$ cat config.mk
export PLATFORM = sky130hd
export DESIGN_NAME = encoder_8_3_stream
export DESIGN_NICKNAME = d
export VERILOG_FILES = /design/src/rtl/encoder_8_3_stream.sv
export SDC_FILE = /design/constraint.sdc
export NUM_CORES = 1
export LEC_CHECK = 0
export CORE_MARGIN = 2
export CORE_UTILIZATION = 51
export CTS_CLUSTER_SIZE = 30
export DETAILED_ROUTE_END_ITERATION = 6
export PLACE_DENSITY = 0.83
export SLEW_MARGIN = 5
export SYNTH_ARGS = -nofsm -noshare
export SYNTH_HDL_FRONTEND = slang
export SYNTH_SLANG_ARGS = --single-unit
export TNS_END_PERCENT = 1
$ cat constraint.sdc
create_clock -name CLK -period 2.7 [get_ports CLK]
set_input_delay 0.405 -clock CLK [delete_from_list [all_inputs] [get_ports CLK]]
set_output_delay 0.405 -clock CLK [all_outputs]
set_load 0.005 [all_outputs]
$ cat src/rtl/encoder_8_3_stream.sv
// ---------------------------------------------------------------------------
// encoder_8_3_stream
//
// Streaming 8-to-3 encoder on the return path of a valid/ready stream.
// It turns a one-hot byte back into its 3-bit index {A,B,C}, so feeding it
// the output of the 3-8 decoder returns the original value. Words that are
// not exactly one-hot are still encoded (zero -> 000; multi-hot -> highest or
// lowest set bit, chosen by PRIORITY_HIGH), are flagged with ERR, and are
// counted in a saturating error counter.
//
// A 2-entry skid buffer (head = output register, skid = second entry)
// decouples the two handshakes. This lets IN_READY come straight from a flop
// while the block still sustains one word per cycle.
//
// Parameters
//   PRIORITY_HIGH  1: highest set bit wins on multi-hot, 0: lowest wins
//   CNT_W          width of ERR_CNT
//
// Ports
//   CLK         clock, rising edge
//   RST_N       asynchronous active-low reset (release synchronous to CLK)
//   IN[7:0]     one-hot word, bit i set encodes value i
//   IN_VALID    IN carries a word this cycle
//   IN_READY    block can take a word (registered)
//   A, B, C     encoded index of the head word, A is the MSB
//   ERR         head word was not exactly one-hot
//   CODE_VALID  A/B/C/ERR hold a word
//   CODE_READY  downstream takes the head word this cycle
//   CLR_CNT     synchronous clear of ERR_CNT (wins over an increment)
//   ERR_CNT     saturating count of accepted erroneous words
// ---------------------------------------------------------------------------
module encoder_8_3_stream #(
    parameter bit PRIORITY_HIGH = 1'b1,
    parameter int CNT_W         = 8
) (
    input  logic             CLK,
    input  logic             RST_N,
    input  logic [7:0]       IN,
    input  logic             IN_VALID,
    output logic             IN_READY,
    output logic             A,
    output logic             B,
    output logic             C,
    output logic             ERR,
    output logic             CODE_VALID,
    input  logic             CODE_READY,
    input  logic             CLR_CNT,
    output logic [CNT_W-1:0] ERR_CNT
);

    typedef enum logic [1:0] {
        EMPTY = 2'd0,
        ONE   = 2'd1,
        TWO   = 2'd2
    } state_t;

    // Returns {err, index}. The index follows the configured priority when
    // more than one bit is set, and is 000 for an all-zero word.
    function automatic logic [3:0] encode_word(input logic [7:0] w);
        logic [2:0] idx;
        logic       one_hot;
        idx = 3'd0;
        if (PRIORITY_HIGH) begin
            for (int i = 0; i < 8; i++) begin
                if (w[i]) idx = i[2:0];
            end
        end else begin
            for (int i = 7; i >= 0; i--) begin
                if (w[i]) idx = i[2:0];
            end
        end
        // A word is one-hot when it is non-zero and clearing its lowest set
        // bit leaves nothing behind.
        one_hot = (w != 8'd0) && ((w & (w - 8'd1)) == 8'd0);
        return {~one_hot, idx};
    endfunction

    // Increment that sticks at the all-ones value instead of wrapping.
    function automatic logic [CNT_W-1:0] sat_inc(input logic [CNT_W-1:0] v);
        if (&v) return v;
        return v + 1'b1;
    endfunction

    state_t           state;
    state_t           state_next;
    logic             in_ready_r;
    logic             code_valid;
    logic             accept;
    logic             pop;
    logic             load_head;
    logic             load_skid;
    logic             head_from_skid;

    logic [7:0]       in_masked;
    logic [3:0]       enc_p0;
    logic [2:0]       head_code;
    logic             head_err;
    logic [2:0]       skid_code;
    logic             skid_err;
    logic [CNT_W-1:0] err_cnt;

    // ---- input stage: handshake and encode at accept time ----
    assign code_valid = (state != EMPTY);
    assign accept     = IN_VALID & in_ready_r;
    assign pop        = code_valid & CODE_READY;

    // Masking with IN_VALID keeps an undriven IN from reaching the encoder;
    // the buffer loads are additionally gated by accept.
    assign in_masked  = IN & {8{IN_VALID}};
    assign enc_p0     = encode_word(in_masked);

    // Buffer control. The skid is only ever written from ONE while the head
    // is stalled, and the head refills from the skid when it drains in TWO.
    always_comb begin
        state_next     = state;
        load_head      = 1'b0;
        load_skid      = 1'b0;
        head_from_skid = 1'b0;
        unique case (state)
            EMPTY: begin
                if (accept) begin
                    state_next = ONE;
                    load_head  = 1'b1;
                end
            end
            ONE: begin
                if (accept && !pop) begin
                    state_next = TWO;
                    load_skid  = 1'b1;
                end else if (pop && !accept) begin
                    state_next = EMPTY;
                end else if (accept && pop) begin
                    state_next = ONE;
                    load_head  = 1'b1;
                end
            end
            TWO: begin
                // IN_READY is low here, so accept cannot occur.
                if (pop) begin
                    state_next     = ONE;
                    head_from_skid = 1'b1;
                end
            end
            default: begin
                state_next = EMPTY;
            end
        endcase
    end

    // ---- output stage: head register, control state, error counter ----
    always_ff @(posedge CLK or negedge RST_N) begin
        if (!RST_N) begin
            state      <= EMPTY;
            in_ready_r <= 1'b0;
            head_code  <= 3'd0;
            head_err   <= 1'b0;
            err_cnt    <= '0;
        end else begin
            state      <= state_next;
            // Ready is decided from the next state so it lines up with the
            // buffer occupancy seen in the following cycle.
            in_ready_r <= (state_next != TWO);

            if (load_head) begin
                head_code <= enc_p0[2:0];
                head_err  <= enc_p0[3];
            end else if (head_from_skid) begin
                head_code <= skid_code;
                head_err  <= skid_err;
            end

            if (CLR_CNT) begin
                err_cnt <= '0;
            end else if (accept && enc_p0[3]) begin
                err_cnt <= sat_inc(err_cnt);
            end
        end
    end

    // Skid entry is pure data: its content is meaningless unless the state
    // says TWO, so it needs no reset.
    always_ff @(posedge CLK) begin
        if (load_skid) begin
            skid_code <= enc_p0[2:0];
            skid_err  <= enc_p0[3];
        end
    end

    assign IN_READY   = in_ready_r;
    assign CODE_VALID = code_valid;
    assign A          = head_code[2];
    assign B          = head_code[1];
    assign C          = head_code[0];
    assign ERR        = head_err;
    assign ERR_CNT    = err_cnt;

endmodule

# Yosys cells after proc, flatten, opt, wreduce, memory -nomap -nowiden
# Index checks and enable logic that the tools add are counted.
# word_totals
ff_bits	19
ram_bits	0
out_inout_bits	14
memories	0
wordCells	65
romBits	0
latchBits	0
inputBits	13
# classes
mul	0
muxes	32
order_cmp	0
shifts	0
bitwise_logic	5
add_sub_neg	2
n_eq_ne	4
div_mod_pow	0
n_reduce_logical	15
# op_table
op	count
$mux 8	3
$mux 3	7
$and 8x8->8	2
$mux 1	14
$mux 2	6
$add 8x1->8 const B	1
$logic_not 8->1	1
$reduce_and 8->1	1
$reduce_bool 8->1	1
$sub 8x1->8 const B	1
$pmux 2 s3	1
$reduce_bool 2->1	3
$logic_and 1x1->1	5
$ne 3x3->1 const B	1
$and 1x1->1	2
$eq 2x1->1 const B	1
$eq 2x2->1 const B	1
$logic_not 1->1	2
$logic_not 2->1	1
$ne 2x2->1 const B	1
$pmux 1 s2	1
$reduce_and 2->1	1
$not 1->1	1

# Logic depth before layout (Yosys ltp)
# depth
ltp_word	12
depth_mapped	7
depth_no_buf	6

# Worst setup path before layout
# No wires, ideal clock.
# synth_path
path_type	flip-flop to flip-flop
from	reg err_cnt[3], in the netlist ERR_CNT[3]
to	reg err_cnt[2], in the netlist ERR_CNT[2]
slack_ns	0.965
required_time_ns	2.622
synth_period_minus_slack_ns	1.735
path_buffers	1
arrival_time_ns	1.657
stages_incl_launch_ff	8
setup_ns	0.078
path_cell_list	dfrtp_1 > and2_4 > and3_1 > a41oi_1 > nand3_2 > buf_6 > or3_1 > a21oi_1
# synth_between
elab_chain_cells	6
# synth_rtl
item	line_no	rtl
start: declaration	100	logic [CNT_W-1:0] err_cnt;
start signal: assignment	175	err_cnt <= sat_inc(err_cnt);
$reduce_and 8->1 (*)	80	if (&v) return v;
$mux 1	80	
$mux 1	174	end else if (accept && enc_p0[3]) begin
$mux 1	172	if (CLR_CNT) begin
$ne 3x3->1 (no source line) (*)	-	
$reduce_and 2->1 (no source line) (*)	-	
# Mark *: on every way between the ends. The rest lies on a longest branch, timed or not. The select of a mux whose other input is x is not followed.
# A chain may end at the register's enable or synchronous reset.

# Worst setup path after layout
# layout_path
from	in IN[4]
to	reg err_cnt[3], in the netlist ERR_CNT[3]
# layout_between
elab_chain_cells	9
word_cells_on_any_way	10
# layout_rtl
item	line_no	rtl
start: declaration	38	input logic [7:0] IN,
$and 8x8->8 (*)	109	assign in_masked = IN & {8{IN_VALID}};
$sub 8x1->8	74	one_hot = (w != 8'd0) && ((w & (w - 8'd1)) == 8'd0);
$and 8x8->8	74	
$logic_not 8->1	74	
$logic_and 1x1->1 (*)	74	
$not 1->1 (*)	75	return {~one_hot, idx};
$logic_and 1x1->1 (*)	174	
$reduce_bool 2->1 (no source line) (*)	-	
$reduce_and 2->1 (no source line) (*)	-	
# Mark *: on every way between the ends. The rest lies on a longest branch, timed or not.

==> results.sh <==
export IMPL_cts_sinks=19
export IMPL_final_cell_mix="clkdlybuf4s50_1, dfrtp_1, nor2_1"
export IMPL_syn_nets=120
export IMPL_grt_first_pass_wirelength_mm=3.86
export IMPL_preCtsSetupSlack_ps=272
export IMPL_via_per_inst=5.61
export IMPL_path_class="in2reg"
export IMPL_dr_pass1_iters=4
export IMPL_fin_util_pct=69.7
export IMPL_drive_gt1_share_pct=7.41
export IMPL_core_mm2=0.00194
export IMPL_slew_limit_headroom_pct=55.1
export IMPL_startpoint_type="primary input"
export IMPL_ys_ff_latch=19
export IMPL_dieArea_mm2=0.00242
export IMPL_peakVddDrop_mv=0.374
export IMPL_power_leakage_nw=0.558
export IMPL_register_area_um2=495
export IMPL_power_mw=0.795
export IMPL_grt_use_total_pct=20.6
export IMPL_place_inst=158
export IMPL_crit_path_end_kind="flip-flop"
export IMPL_cts_repair_resized=0
export IMPL_dieHeight_um=49.2
export IMPL_grt_setup_unrepaired="false"
export IMPL_multi_input_area_um2=514
export IMPL_vias=909
export IMPL_syn_avg_cell_area_um2=9.81
export IMPL_fin_area_mm2=0.00135
export IMPL_htreeDepth=1
export IMPL_mostFrequentLayoutCell="clkdlybuf4s50_1"
export IMPL_finalNetCount=150
export IMPL_tritoncts="yes"
export IMPL_startpoint="IN[4]"
export IMPL_grt_max_degree=16
export IMPL_avgRoutedWirePerCell_um=13.1
export IMPL_drc=0
export IMPL_cp_arrival_ps=2350
export IMPL_drt_antenna_violating_nets=0
export IMPL_start_util_pct=53.5
export IMPL_finalClockSkew_ps=0.425
export IMPL_hold_viol=0
export IMPL_yosys_warnings=0
export IMPL_drv_cap=0
export IMPL_die_x_um=49.2
export IMPL_synthArstFlopShare_pct=78.9
export IMPL_tightest_slew_ps=672
export IMPL_antennaDiodeCount=0
export IMPL_reg2reg_to="ERR_CNT[3]"
export IMPL_io_buffers=26
export IMPL_status="complete, no violations"
export IMPL_clk_latency_ps=290
export IMPL_grt_ovfl_total=0
export IMPL_fillers=173
export IMPL_synth_top_cell_area_share_pct=36.1
export IMPL_max_clock_path_buffers=2
export IMPL_io_pins=27
export IMPL_ys_types=35
export IMPL_area_growth_pct=30.1
export IMPL_rr_worst_depth=6
export IMPL_grt_pass1_vias=934
export IMPL_wl_mm=2.13
export IMPL_fin_ws_ps=570
export IMPL_cts_setup_buffers=0
export IMPL_fin_crit_sh_pct=78.9
export IMPL_grt_antenna_before_repair=0
export IMPL_dp_hpwl_mm=1.62
export IMPL_synth_ff_type="dfrtp_1"
export IMPL_timing_hold_ws_ps=506
export IMPL_report_final_slew_viol_count=0
export IMPL_synthCells=106
export IMPL_worstPathRequired_ps=2920
export IMPL_crit_fanout=14
export IMPL_regToRegStartpoint="ERR_CNT[3]"
export IMPL_drtIter0Drc=22
export IMPL_synth_cell_area_mm2=0.00104
export IMPL_fin_cells=162
export IMPL_max_freq_mhz=469
export IMPL_cts_hold_buf=0
export IMPL_globalplace_congestion=0.771
export IMPL_setup_tns_ps=0
export IMPL_hp_class="in2async"
export IMPL_r2r_setup_slack_ps=750
export IMPL_yosysSeqAreaShare_pct=47.7
export IMPL_power_density_mw_per_mm2=588
export IMPL_synth_area_top_cells="dfrtp_1, edfxtp_1, mux2i_1"
export IMPL_clockRootBuffer="clkbuf_4"
export IMPL_dpl_cell_area_mm2=0.00133
export IMPL_std_cell_rows=16
export IMPL_setup_viol=0
export IMPL_cts_buffers=3
export IMPL_synth_edf_count=4
export IMPL_clkSlewWorstSetupHoldPaths_ps=100
export IMPL_min_period_ps=2130
export IMPL_cp_endpoint="ERR_CNT[3]"
export IMPL_yosysTopAreaCell="dfrtp_1"
[registers in the layout (all words and copies together), names as in the netlist]
name	count
head_code	3
skid_code	3
IN_READY	1
state	2
ERR	1
skid_err	1
ERR_CNT	8
[per-layer routing]
layer / vias to the layer above / global-route usage (%) / share of wire (%)
met2: 28 / 36.3 / 50
met5: - / 0 / 0
met3: 2 / 3.07 / 4.1
met1: 430 / 24.1 / 45
met4: 0 / 10.5 / 1.1
li1: 449 / - / -
[worst max-delay path, cell delays in order]
cell and delay (ps):
clkdlybuf4s50_1 520, xor2_1 210, a211o_1 320, nand3_2 90, nand3_2 230, or3_1 410, a21oi_1 160
[power by group]
part / switching [mW] / internal, mW / leakage, nW
combinational: 0.113 / 0.156 / 0.316
sequential: 0.0403 / 0.345 / 0.226
clock: 0.0825 / 0.0576 / 0.0150
total: 0.236 / 0.559 / 0.558
[synth_stat cells (2+ instances only)]
| master | n |
|---|---|
| a21oi_1 | 8 |
| nand2_1 | 6 |
| nand4_1 | 4 |
| nor3_1 | 2 |
| nand2b_1 | 2 |
| nand3_2 | 2 |
| o21ai_0 | 8 |
| mux2i_1 | 5 |
| nand4b_1 | 3 |
| or3_1 | 6 |
| nor2b_1 | 2 |
| xor2_1 | 2 |
| nor4b_1 | 2 |
| edfxtp_1 | 4 |
| nand3_1 | 2 |
| dfrtp_1 | 15 |
| nor2_1 | 12 |
| inv_1 | 4 |
[kinds of logic (layout without fill, tap and decap cells)]
logic type,after synthesis,in the layout,synth area share [%]
flip-flops,19,19,47.7
multiplexers,6,6,5.90
buffers and inverters,6,35,2.89
AO/OA/AOI/OAI,23,23,12.9
adder cells (fa/ha/maj),1,1,1.20
AND/OR/NAND/NOR,49,49,27.8
XOR/XNOR,2,2,1.69
[layout make-up]
class / count / share of cell area (%)
Inverter: 4 / 1.11
Multi-Input combinational cell: 81 / 38.0
Tap cell: 27 / 2.50
Sequential cell: 19 / 36.6
Timing Repair Buffer: 27 / 19.8
Clock buffer: 4 / 1.94
[worst min path at each step]
stage / from / to / slack (ps) / cells after the start
2_1_floorplan: RST_N / ERR / 110 / 0
3_3_place_gp: state[0] / state[0] / 480 / 1
3_5_place_dp: state[0] / state[0] / 500 / 1
4_1_cts: state[0] / state[0] / 510 / 1
5_1_grt: state[0] / state[0] / 540 / 1
6_report: RST_N / ERR_CNT[6] / 510 / 1
Power figures use the tool's default switching activity.
